File: src/rtl/neuron_argmax.sv
// Purpose: picks the highest signed neuron score. Ties resolve to the lowest index.
// Latency: done pulses NUM_NEURONS-1 cycles after start is accepted (9 cycles by default).
// Backpressure: start is ignored while busy. There is no queue; a held start re-arms on each DONE cycle.
//
// Ports:
//   clk        rising-edge clock
//   rst        asynchronous active-low reset
//   IN_SCORES  packed scores, neuron n at [n*OUTPUT_WIDTH +: OUTPUT_WIDTH] (signed, Q8.18)
//   start      classify request, sampled in IDLE or DONE
//   busy       high while a scan is running
//   done       one-cycle pulse; CLASS and MAX_SCORE are valid
//   CLASS      index of the winning neuron (registered, held until the next result)
//   MAX_SCORE  score of the winning neuron (registered, held until the next result)
module neuron_argmax #(
    parameter int NUM_NEURONS  = 10,
    parameter int OUTPUT_WIDTH = 26,
    parameter int IDX_WIDTH    = 4
) (
    input  logic                                clk,
    input  logic                                rst,
    input  logic [NUM_NEURONS*OUTPUT_WIDTH-1:0] IN_SCORES,
    input  logic                                start,
    output logic                                busy,
    output logic                                done,
    output logic [IDX_WIDTH-1:0]                CLASS,
    output logic [OUTPUT_WIDTH-1:0]             MAX_SCORE
);

    typedef enum logic [1:0] {
        S_IDLE = 2'd0,
        S_SCAN = 2'd1,
        S_DONE = 2'd2
    } state_t;

    localparam logic [IDX_WIDTH-1:0] LAST_IDX = IDX_WIDTH'(NUM_NEURONS - 1);

    state_t                  state_q, state_d;
    logic [OUTPUT_WIDTH-1:0] bank_q [NUM_NEURONS];
    logic [OUTPUT_WIDTH-1:0] bank_d [NUM_NEURONS];
    logic [IDX_WIDTH-1:0]    idx_q, idx_d;
    logic [OUTPUT_WIDTH-1:0] best_score_q, best_score_d;
    logic [IDX_WIDTH-1:0]    best_idx_q, best_idx_d;
    logic [IDX_WIDTH-1:0]    class_q, class_d;
    logic [OUTPUT_WIDTH-1:0] max_q, max_d;

    logic [OUTPUT_WIDTH-1:0] cur_score;
    logic                    cur_better;

    always_comb begin
        state_d      = state_q;
        bank_d       = bank_q;
        idx_d        = idx_q;
        best_score_d = best_score_q;
        best_idx_d   = best_idx_q;
        class_d      = class_q;
        max_d        = max_q;

        cur_score  = bank_q[idx_q];
        // A strict compare keeps the earlier (lower) index on ties.
        cur_better = $signed(cur_score) > $signed(best_score_q);

        case (state_q)
            S_IDLE, S_DONE: begin
                state_d = S_IDLE;
                if (start) begin
                    // Snapshot the whole score vector, so later input changes cannot disturb the scan.
                    for (int n = 0; n < NUM_NEURONS; n++) begin
                        bank_d[n] = IN_SCORES[n*OUTPUT_WIDTH +: OUTPUT_WIDTH];
                    end
                    best_score_d = IN_SCORES[OUTPUT_WIDTH-1:0];
                    best_idx_d   = '0;
                    idx_d        = IDX_WIDTH'(1);
                    if (NUM_NEURONS == 1) begin
                        // With a single neuron, neuron 0 is the result and no scan is needed.
                        state_d = S_DONE;
                        class_d = '0;
                        max_d   = IN_SCORES[OUTPUT_WIDTH-1:0];
                    end else begin
                        state_d = S_SCAN;
                    end
                end
            end
            S_SCAN: begin
                if (cur_better) begin
                    best_score_d = cur_score;
                    best_idx_d   = idx_q;
                end
                idx_d = idx_q + IDX_WIDTH'(1);
                if (idx_q == LAST_IDX) begin
                    // The final compare is folded into the result, so no extra cycle is spent.
                    state_d = S_DONE;
                    class_d = cur_better ? idx_q : best_idx_q;
                    max_d   = cur_better ? cur_score : best_score_q;
                end
            end
            default: state_d = S_IDLE;
        endcase
    end

    always_ff @(posedge clk or negedge rst) begin
        if (!rst) begin
            state_q      <= S_IDLE;
            idx_q        <= '0;
            best_score_q <= '0;
            best_idx_q   <= '0;
            class_q      <= '0;
            max_q        <= '0;
            for (int n = 0; n < NUM_NEURONS; n++) begin
                bank_q[n] <= '0;
            end
        end else begin
            state_q      <= state_d;
            idx_q        <= idx_d;
            best_score_q <= best_score_d;
            best_idx_q   <= best_idx_d;
            class_q      <= class_d;
            max_q        <= max_d;
            for (int n = 0; n < NUM_NEURONS; n++) begin
                bank_q[n] <= bank_d[n];
            end
        end
    end

    assign busy      = (state_q == S_SCAN);
    assign done      = (state_q == S_DONE);
    assign CLASS     = class_q;
    assign MAX_SCORE = max_q;

endmodule

File: config.mk
export PLATFORM = sky130hd
export DESIGN_NAME = neuron_argmax
export DESIGN_NICKNAME = d
export VERILOG_FILES = /design/src/rtl/neuron_argmax.sv
export SDC_FILE = /design/constraint.sdc
export NUM_CORES = 1
export LEC_CHECK = 0
export BUFFER_PORTS_ARGS = -buffer_cell sky130_fd_sc_hd__buf_4
export CAP_MARGIN = 5
export CORE_ASPECT_RATIO = 1.2
export CORE_MARGIN = 4
export CORE_UTILIZATION = 26
export DETAILED_ROUTE_END_ITERATION = 12
export GPL_ROUTABILITY_DRIVEN = 0
export PLACE_DENSITY = 0.44
export SLEW_MARGIN = 25
export SYNTH_ARGS = -nofsm -noshare
export SYNTH_HDL_FRONTEND = slang
export SYNTH_SLANG_ARGS = --single-unit
File: constraint.sdc
create_clock -name clk -period 5.5 [get_ports clk]
set_clock_uncertainty 0.1 [all_clocks]
set_input_delay 0.55 -clock clk [delete_from_list [all_inputs] [get_ports clk]]
set_output_delay 0.55 -clock clk [all_outputs]
set_load 0.01 [all_outputs]
==> results.md, run 1 <==
* Status: completed
* Most frequent cells in the layout: nand2_1 (765), dfrtp_1 (323), buf_4 (314), mux4_2 (52), o21ai_0 (49)
* Synth area leaders: dfrtp_1 (54%), nand2_1 (19%), mux4_2 (7.7%)
* Synth Warn # at 0
* # nets final at 2160
* Htree depth at 2
* Seq/Total Area, Yosys at 0.538
* Post-CTS sizing at 0
* P per Cell Area at 683 nW/um^2
* Flops & latches, synth at 326
* Layout cells sized above 1 at 0.249
* Worst VDD drop at 0.432 mV
* Final Max Tran Viols at 0
* Most Crowded Layer GR: met2
* Chip width at 228 um
* Commonest non-fill, non-tap cell in the layout: nand2_1
* Grt ovf at 0
* Routed Antenna Nets at 0
* Crit Path Class: register to register
* Worst hold path type: primary input to register
* Mapped Area at 15200 um^2
* Critical-path top delay cell: dfrtp_4
* Max Buffers Root-to-Sink at 3
* Antenna violations before repair at 0
* Via-to-Cell Ratio at 4.66
* Worst-skew pair later-pin latency at 0.55 ns
* Met3 usage at 0.0352
* Via count at 12275
* Critical-path maximum fanout at 36
* DIE AREA at 62200 um^2
* Maximum clock rate at 0.200 GHz
* # rows at 96
* Met1 usage at 0.246
* CTS tree: yes
* Clock transition at path regs at 0.06 ns
* Synthesized Nets at 1901
* Worst Path Required at 5.82 ns
* Clk sinks at 326
* Vias in the first global route at 13076
* Worst r2r path cells at 13
* Post-Layout Cell Count at 2632
* DRC violations left at 0
* Yosys cell types at 37
* Met2 Track Usage GR at 0.287
* R2r setup slk at 0.49 ns
* GRT Total Usage at 0.177
* Post-Place Cells at 2563
* MaxCap Viol Count at 0
* CP endpoint kind: register
* Post-CTS Hold Buffers at 1
* Initial Util at 0.264
* Yosys top cell area share at 0.538
* I/O Pins at 295
* Die Y at 273 um
* Final worst path period share at 0.911
* Final WL at 56000 um
* Pin count of the biggest net entering global routing at 172
* First-pass GRT wire length at 83500 um
* Filler Cell Count at 6021
* CP Data Arrival Time at 5.33 ns
* Final setup vio count at 0
* DRT Pass-1 Iters at 5
* Yosys top cell by area: dfrtp_1
* Fin crit period at 5.01 ns
* HPWL Detailed at 42100 um
* Critical Path Start Type: register
* Final Hold Vio Count at 0
* RSZ-0062 raised after global routing: false
* Hold depth at 3
* Critical path's largest stage delay at 0.79 ns
* Crit-path cells: buf_12 -> mux4_2 -> a221oi_1 -> a21oi_1 -> ha_1 -> a41oi_1 -> o21ai_0 -> a211oi_1 -> o2111ai_1 -> mux2_2 -> o21ai_2 -> buf_4 -> a221o_1
* Core area at 57400 um^2
* CTS buffer count at 38
* Post-Syn Instances at 1610
* Worst-Margin Slew at 1.00 ns
* ANT cells at 0
* IO Port Bufs at 294
* Iter 0 DRT Violations at 927
* WL per Instance at 21.3 um
* Layout area overhead at 28.5%
* Relative slew slack at 0.332
* TNS Setup at 0 ns
* Clock root buffer: clkbuf_16
* Avg Cell Area, Syn at 9.42 um^2
* Leak Pwr at 9.92 nW
* Setup bufs post-CTS at 0
worst max-delay path, delay by kind of cell (launching register included):
family          cells  cell delay, ns
buf+inv             2            0.55
compound gates      8            1.98
flops               1            0.79
fa+ha+maj           1            0.33
mux                 2            1.07
worst paths after layout:
path	startpoint	end
worst min-delay path	IN_SCORES[79]	bank_q[157]
max in group asynchronous	rst	bank_q[4]
min in group asynchronous	rst	bank_q[20]
worst max-delay path	idx_q[0]	best_score_q[13]
worst min register to register	bank_q[109]	bank_q[109]
worst max register to register	idx_q[0]	best_score_q[13]
layer usage:
metal  up-vias  share of wire
li1       5827              -
met1      6039           0.45
met2       345           0.48
met3        64          0.053
met4         0          0.021
met5         -              0
report_power, final:
part | internal, mW | leakage [nW] | switching, mW
Combinational | 2.62 | 5.26 | 3.67
Sequential | 3.57 | 4.04 | 0.845
Clock | 1.57 | 0.629 | 1.04
Total | 7.76 | 9.92 | 5.55
flip-flops by register name, indices dropped and copies added (netlist names):
| name | flops |
|---|---|
| CLASS | 4 |
| MAX_SCORE | 26 |
| bank_q | 260 |
| best_idx_q | 4 |
| best_score_q | 26 |
| idx_q | 4 |
| state_q | 2 |
stage by stage:
stage | util | setup WS, ns | cell area (um^2) | hold slack [ns] | power [mW]
after floorplan | - | 1.43 | 15200 | 0.154 | 8.40
after global placement | 0.316 | 0.556 | 18200 | 0.353 | 10.7
after detailed placement | 0.317 | 0.437 | 18200 | 0.358 | 10.8
after CTS | 0.339 | 0.436 | 19500 | 0.0530 | 13.5
after global routing | 0.339 | 0.225 | 19500 | 0.0706 | 14.4
final | 0.339 | 0.492 | 19500 | 0.0927 | 13.3
logic make-up after synthesis:
group	Yosys count	share of synthesized area
compound gates	192	0.0863
mux	80	0.0980
simple gates	846	0.217
flops	326	0.538
fa+ha+maj	28	0.0231
buf+inv	138	0.0377
area by class of cell:
cell class / instances / area (um^2) / share of cell area
Sequential cell: 326 / 8160 / 0.419
Multi-Input combinational cell: 1146 / 6450 / 0.331
Timing Repair Buffer: 323 / 2530 / 0.130
Clock buffer: 54 / 1120 / 0.0578
Tap cell: 735 / 920 / 0.0472
Clock inverter: 14 / 154 / 0.00790
Inverter: 34 / 128 / 0.00655
cell usage after synthesis:
cell	n
mux4_2	52
ha_1	28
dfrtp_1	326
a21o_1	27
o2111ai_1	1
buf_1	7
a21oi_1	38
mux2_2	27
a41oi_1	1
a22o_1	4
buf_6	3
and2_1	26
inv_2	1
o21ai_1	11
a221o_1	27
a221oi_1	26
buf_2	9
nor3_2	1
clkbuf_2	1
o41a_1	1
mux2i_1	1
buf_4	5
o22ai_1	1
nor2b_1	2
a211oi_1	3
a2111oi_0	1
o21ai_2	1
a21boi_0	1
nand2_1	765
nand3_1	3
o21ai_0	49
nand2b_1	4
inv_1	33
nor2_1	37
nand4_1	7
clkbuf_1	79
and2_0	1
Power figures use the tool's default switching activity.
==> run 2: changes to the inputs <==
Settings changed: CORE_ASPECT_RATIO 1.2 to not set, CORE_UTILIZATION 26 to 55, PLACE_DENSITY 0.44 to 0.8.
==> run 2 against run 1 <==
  * Combinational power fell by 2%
  * Setup slack worse by 0.041 ns
  * Cell area is 3.4% lower
  * Critical endpoint is now best_score_q[18]
  * Largest cell class unchanged
==> results.md, run 2 (synthesized netlist as in run 1, its figures left out) <==
* Hold WS at 0.00235 ns
* Status: completed
* RSZ-0062 raised after global routing: false
* Clk sinks at 326
* First-pass GRT wire length at 73200 um
* GRT Total Usage at 0.306
* I/O Pins at 295
* MaxCap Viol Count at 0
* Worst-Margin Slew at 0.976 ns
* Worst-skew pair later-pin latency at 0.52 ns
* Iter 0 DRT Violations at 1380
* Post-Layout Cell Count at 2222
* Final setup margin at 0.451 ns
* Worst r2r path cells at 13
* Post-CTS sizing at 0
* Biggest register: bank_q
* Final Max Tran Viols at 0
* Initial Util at 0.561
* DP Worst Slack at 0.565 ns
* Pin count of the biggest net entering global routing at 121
* WL per Instance at 21.0 um
* Final core utilization at 0.696
* Max Buffers Root-to-Sink at 3
* Met1 usage at 0.439
* # rows at 60
* Layout area overhead at 24.0%
* Pwr Total at 13.0 mW
* P per Cell Area at 693 nW/um^2
* CTS tree: yes
* Most Crowded Layer GR: met2
* CTS buffer count at 36
* Die Y at 174 um
* Critical-path maximum fanout at 30
* Fin crit period at 5.05 ns
* Worst VDD drop at 0.653 mV
* Relative slew slack at 0.348
* R2r endpoint: best_score_q[18]
* Routed Antenna Nets at 0
* TNS Setup at 0 ns
* DIE AREA at 30300 um^2
* Filler Cell Count at 1983
* DRT Pass-1 Iters at 5
* Antenna violations before repair at 0
* Post-Place Cells at 2164
* Crit. Startpoint: idx_q[1]
* ANT cells at 0
* HPWL Detailed at 33300 um
* Via-to-Cell Ratio at 5.88
* Leak Pwr at 9.83 nW
* CP Data Arrival Time at 5.34 ns
* Final setup vio count at 0
* Worst hold path type: primary input to asynchronous set/reset pin
* Met3 usage at 0.0670
* Clock transition at path regs at 0.06 ns
* Final Hold Vio Count at 0
* DRC violations left at 0
* Critical Path Start Type: register
* Worst Path Required at 5.79 ns
* Final worst path period share at 0.918
* Post-route cell area at 18800 um^2
* Maximum clock rate at 0.198 GHz
* Met2 Track Usage GR at 0.470
* Via count at 13073
* Vias in the first global route at 13117
* Setup bufs post-CTS at 0
* Max reg flops at 260
* Grt ovf at 0
* R2r setup slk at 0.45 ns
* Htree depth at 2
* Chip width at 174 um
* # nets final at 2152
* IO Port Bufs at 294
* Core area at 27000 um^2
* Clock root buffer: clkbuf_16
* CP endpoint kind: register
* Most frequent cells in the layout: nand2_1 (765), dfrtp_1 (323), buf_4 (310), mux4_2 (52), o21ai_0 (49)
* Final WL at 46700 um
* Post-CTS Hold Buffers at 0
* Layout cells sized above 1 at 0.245
* Placement Cell Area at 17600 um^2
* FF-to-FF Start: idx_q[1]
* Crit Path Class: register to register
* Commonest non-fill, non-tap cell in the layout: nand2_1
## run 2: layer usage
metal | share of wire | vias to the layer above | routed length (um)
met5 | 0 | - | 0
met4 | 0.036 | 0 | 1690
met3 | 0.11 | 110 | 4910
met2 | 0.47 | 808 | 21800
met1 | 0.39 | 6349 | 18400
li1 | - | 5806 | -
## run 2: cell type report
cell class	count	area [um^2]	area share
Multi-Input combinational cell	1146	6450	0.343
Tap cell	341	427	0.0227
Clock inverter	9	125	0.00665
Clock buffer	49	1040	0.0554
Timing Repair Buffer	317	2460	0.131
Sequential cell	326	8170	0.434
Inverter	34	128	0.00679
## run 2: how the worst max path moves through the flow
stage | end | slack (ns)
2_1_floorplan | best_score_q[19] | 1.43
3_3_place_gp | best_score_q[15] | 0.69
3_5_place_dp | best_score_q[18] | 0.56
4_1_cts | best_score_q[2] | 0.53
5_1_grt | best_score_q[14] | 0.24
6_report | best_score_q[18] | 0.45
## run 2: report_power, final
group          switching (mW)  total, mW  internal (mW)
combinational            3.56       6.14           2.59
clock                   0.944       2.40           1.46
sequential              0.914       4.48           3.57
total                    5.42       13.0           7.61
## run 2: worst max-delay path: stages, from the launching register on
cell	delay [ns]
dfrtp_2	0.85
buf_4	0.41
mux4_2	0.31
nand2_1	0.11
a21oi_1	0.35
ha_1	0.33
nand2_1	0.09
o21ai_0	0.12
a2111oi_0	0.56
o2111ai_1	0.24
mux2_2	0.71
o21ai_2	0.09
buf_4	0.28
a221o_1	0.35
==> run 3: changes to the inputs <==
Settings changed: BUFFER_PORTS_ARGS -buffer_cell sky130_fd_sc_hd__buf_4 to -buffer_cell sky130_fd_sc_hd__buf_2.
==> run 3 against run 2 <==
  * Sequential power is essentially flat
  * Worst hold slack gained 0.11 ns
  * First-iteration DRC count rose by 1.5%
  * Total power down 1.6%
  * Combinational power decreased by 3%
  * Register-to-register slack improved by 0.08 ns
  * Final cell count barely moved
  * Global-route usage decreased by 0.14 points
  * Largest cell class unchanged
  * Cell area decreased by 4.0%
  * Fmax is 1.7% higher
  * Setup slack improved by 0.084 ns
  * Sequential share of layout area rose by 1.8 points
==> results.md, run 3 (synthesized netlist as in run 1, its figures left out) <==
* Status: completed
* Final Hold Vio Count at 0
* Biggest register: bank_q
* Worst Path Required at 5.79 ns
* Worst r2r path cells at 13
* Relative slew slack at 0.310
* Layout area overhead at 19.1%
* Final WL at 46400 um
* CTS buffer count at 36
* DIE AREA at 30300 um^2
* Antenna violations before repair at 2
* # nets final at 2149
* CP Data Arrival Time at 5.26 ns
* Chip width at 174 um
* Initial Util at 0.561
* Htree depth at 2
* Routed Antenna Nets at 0
* Iter 0 DRT Violations at 1401
* Post-Layout Cell Count at 2224
* Critical-path top delay cell: dfrtp_4
* Via count at 13069
* Crit-path cells: buf_4 -> mux2_2 -> a221oi_1 -> a21oi_1 -> ha_1 -> a211oi_1 -> nor2_1 -> a2111oi_0 -> o2111ai_1 -> mux2_2 -> o21ai_2 -> buf_4 -> a221o_1
* Grt ovf at 0
* Filler Cell Count at 2087
* CTS tree: yes
* Most frequent cells in the layout: nand2_1 (765), dfrtp_1 (323), buf_2 (293), mux4_2 (52), o21ai_0 (49)
* TNS Setup at 0 ns
* Critical-path maximum fanout at 30
* RSZ-0062 raised after global routing: false
* GRT Total Usage at 0.304
* Final setup vio count at 0
* Worst hold path type: primary input to register
* Die Y at 174 um
* HPWL Detailed at 33000 um
* Fin crit period at 4.96 ns
* WL per Instance at 20.9 um
* # rows at 60
* Setup bufs post-CTS at 0
* Crit Path Class: register to register
* Core area at 27000 um^2
* Max reg flops at 260
* Leak Pwr at 9.57 nW
* DRC violations left at 0
* P per Cell Area at 710 nW/um^2
* Post-Place Cells at 2159
* Worst VDD drop at 0.519 mV
* Worst-Margin Slew at 1.03 ns
* DRT Pass-1 Iters at 8
* Worst-skew pair later-pin latency at 0.52 ns
* Vias in the first global route at 13012
* Clock transition at path regs at 0.06 ns
* Maximum clock rate at 0.201 GHz
* Commonest non-fill, non-tap cell in the layout: nand2_1
* Via-to-Cell Ratio at 5.88
* IO Port Bufs at 294
* First-pass GRT wire length at 72800 um
* Critical path's largest stage delay at 0.77 ns
* MaxCap Viol Count at 0
* Layout cells sized above 1 at 0.242
* CP endpoint kind: register
* Pin count of the biggest net entering global routing at 208
* Critical Path Start Type: register
* ANT cells at 0
* I/O Pins at 295
* Clk sinks at 326
* Max Buffers Root-to-Sink at 3
* Clock root buffer: clkbuf_16
* Final worst path period share at 0.903
* Final Max Tran Viols at 0
* Hold depth at 3
run 3: cell types whose count changed in the layout (fill, tap and decap cells not counted), moves of 2 or more:
cell        change
clkbuf_1        +6
inv_6           +2
buf_2         +293
buf_4         -298
clkinvlp_4      -2
run 3: metal layers:
layer | share of wire | up-vias | track usage
li1 | - | 5807 | -
met1 | 0.40 | 6362 | 0.436
met2 | 0.46 | 768 | 0.463
met3 | 0.10 | 128 | 0.0731
met4 | 0.036 | 4 | 0.102
met5 | 0.00058 | - | 0
run 3: area by class of cell:
type,instances,area [um^2],share of cell area
Clock inverter,9,103,0.00568
Clock buffer,54,1050,0.0581
Sequential cell,326,8160,0.452
Tap cell,341,427,0.0236
Inverter,34,128,0.00707
Timing Repair Buffer,314,1730,0.0958
Multi-Input combinational cell,1146,6450,0.357
run 3: path summary, 6_finish.rpt:
path,startpoint,to,slack (ns)
min,IN_SCORES[159],bank_q[81],0.12
min in group asynchronous,rst,bank_q[169],0.47
max reg2reg,idx_q[0],best_score_q[10],0.54
min reg2reg,bank_q[155],bank_q[155],0.37
max,idx_q[0],best_score_q[10],0.54
max in group asynchronous,rst,bank_q[90],3.35
run 3: critical path, delay by kind of cell (launching register included):
kind            cells  cell delay [ns]
compound gates      7             1.83
fa+ha+maj           1             0.38
buf+inv             2             0.57
flops               1             0.77
mux                 2             1.10
simple gates        1             0.07
run 3: repair_timing:
item / in CTS / in global routing
endpoints found under the hold margin: 0 / 60
gates resized for setup: 0 / 0
hold buffers: 0 / 1
run 3: where the power goes:
part	switching, mW	internal [mW]	total (mW)	leakage [nW]
clock	0.958	1.41	2.37	0.569
sequential	0.925	3.57	4.49	4.04
combinational	3.50	2.46	5.95	4.97
run 3: through the flow:
stage	power (mW)	area, um^2	setup WS (ns)	hold WS (ns)	utilization
5_1_grt	13.6	18100	0.222	0.114	0.668
3_3_place_gp	10.0	16900	0.788	0.353	0.624
6_report	12.8	18100	0.535	0.117	0.668
2_1_floorplan	8.40	15200	1.43	0.154	-
4_1_cts	12.7	18000	0.548	0.111	0.667
3_5_place_dp	10.2	16900	0.600	0.357	0.624
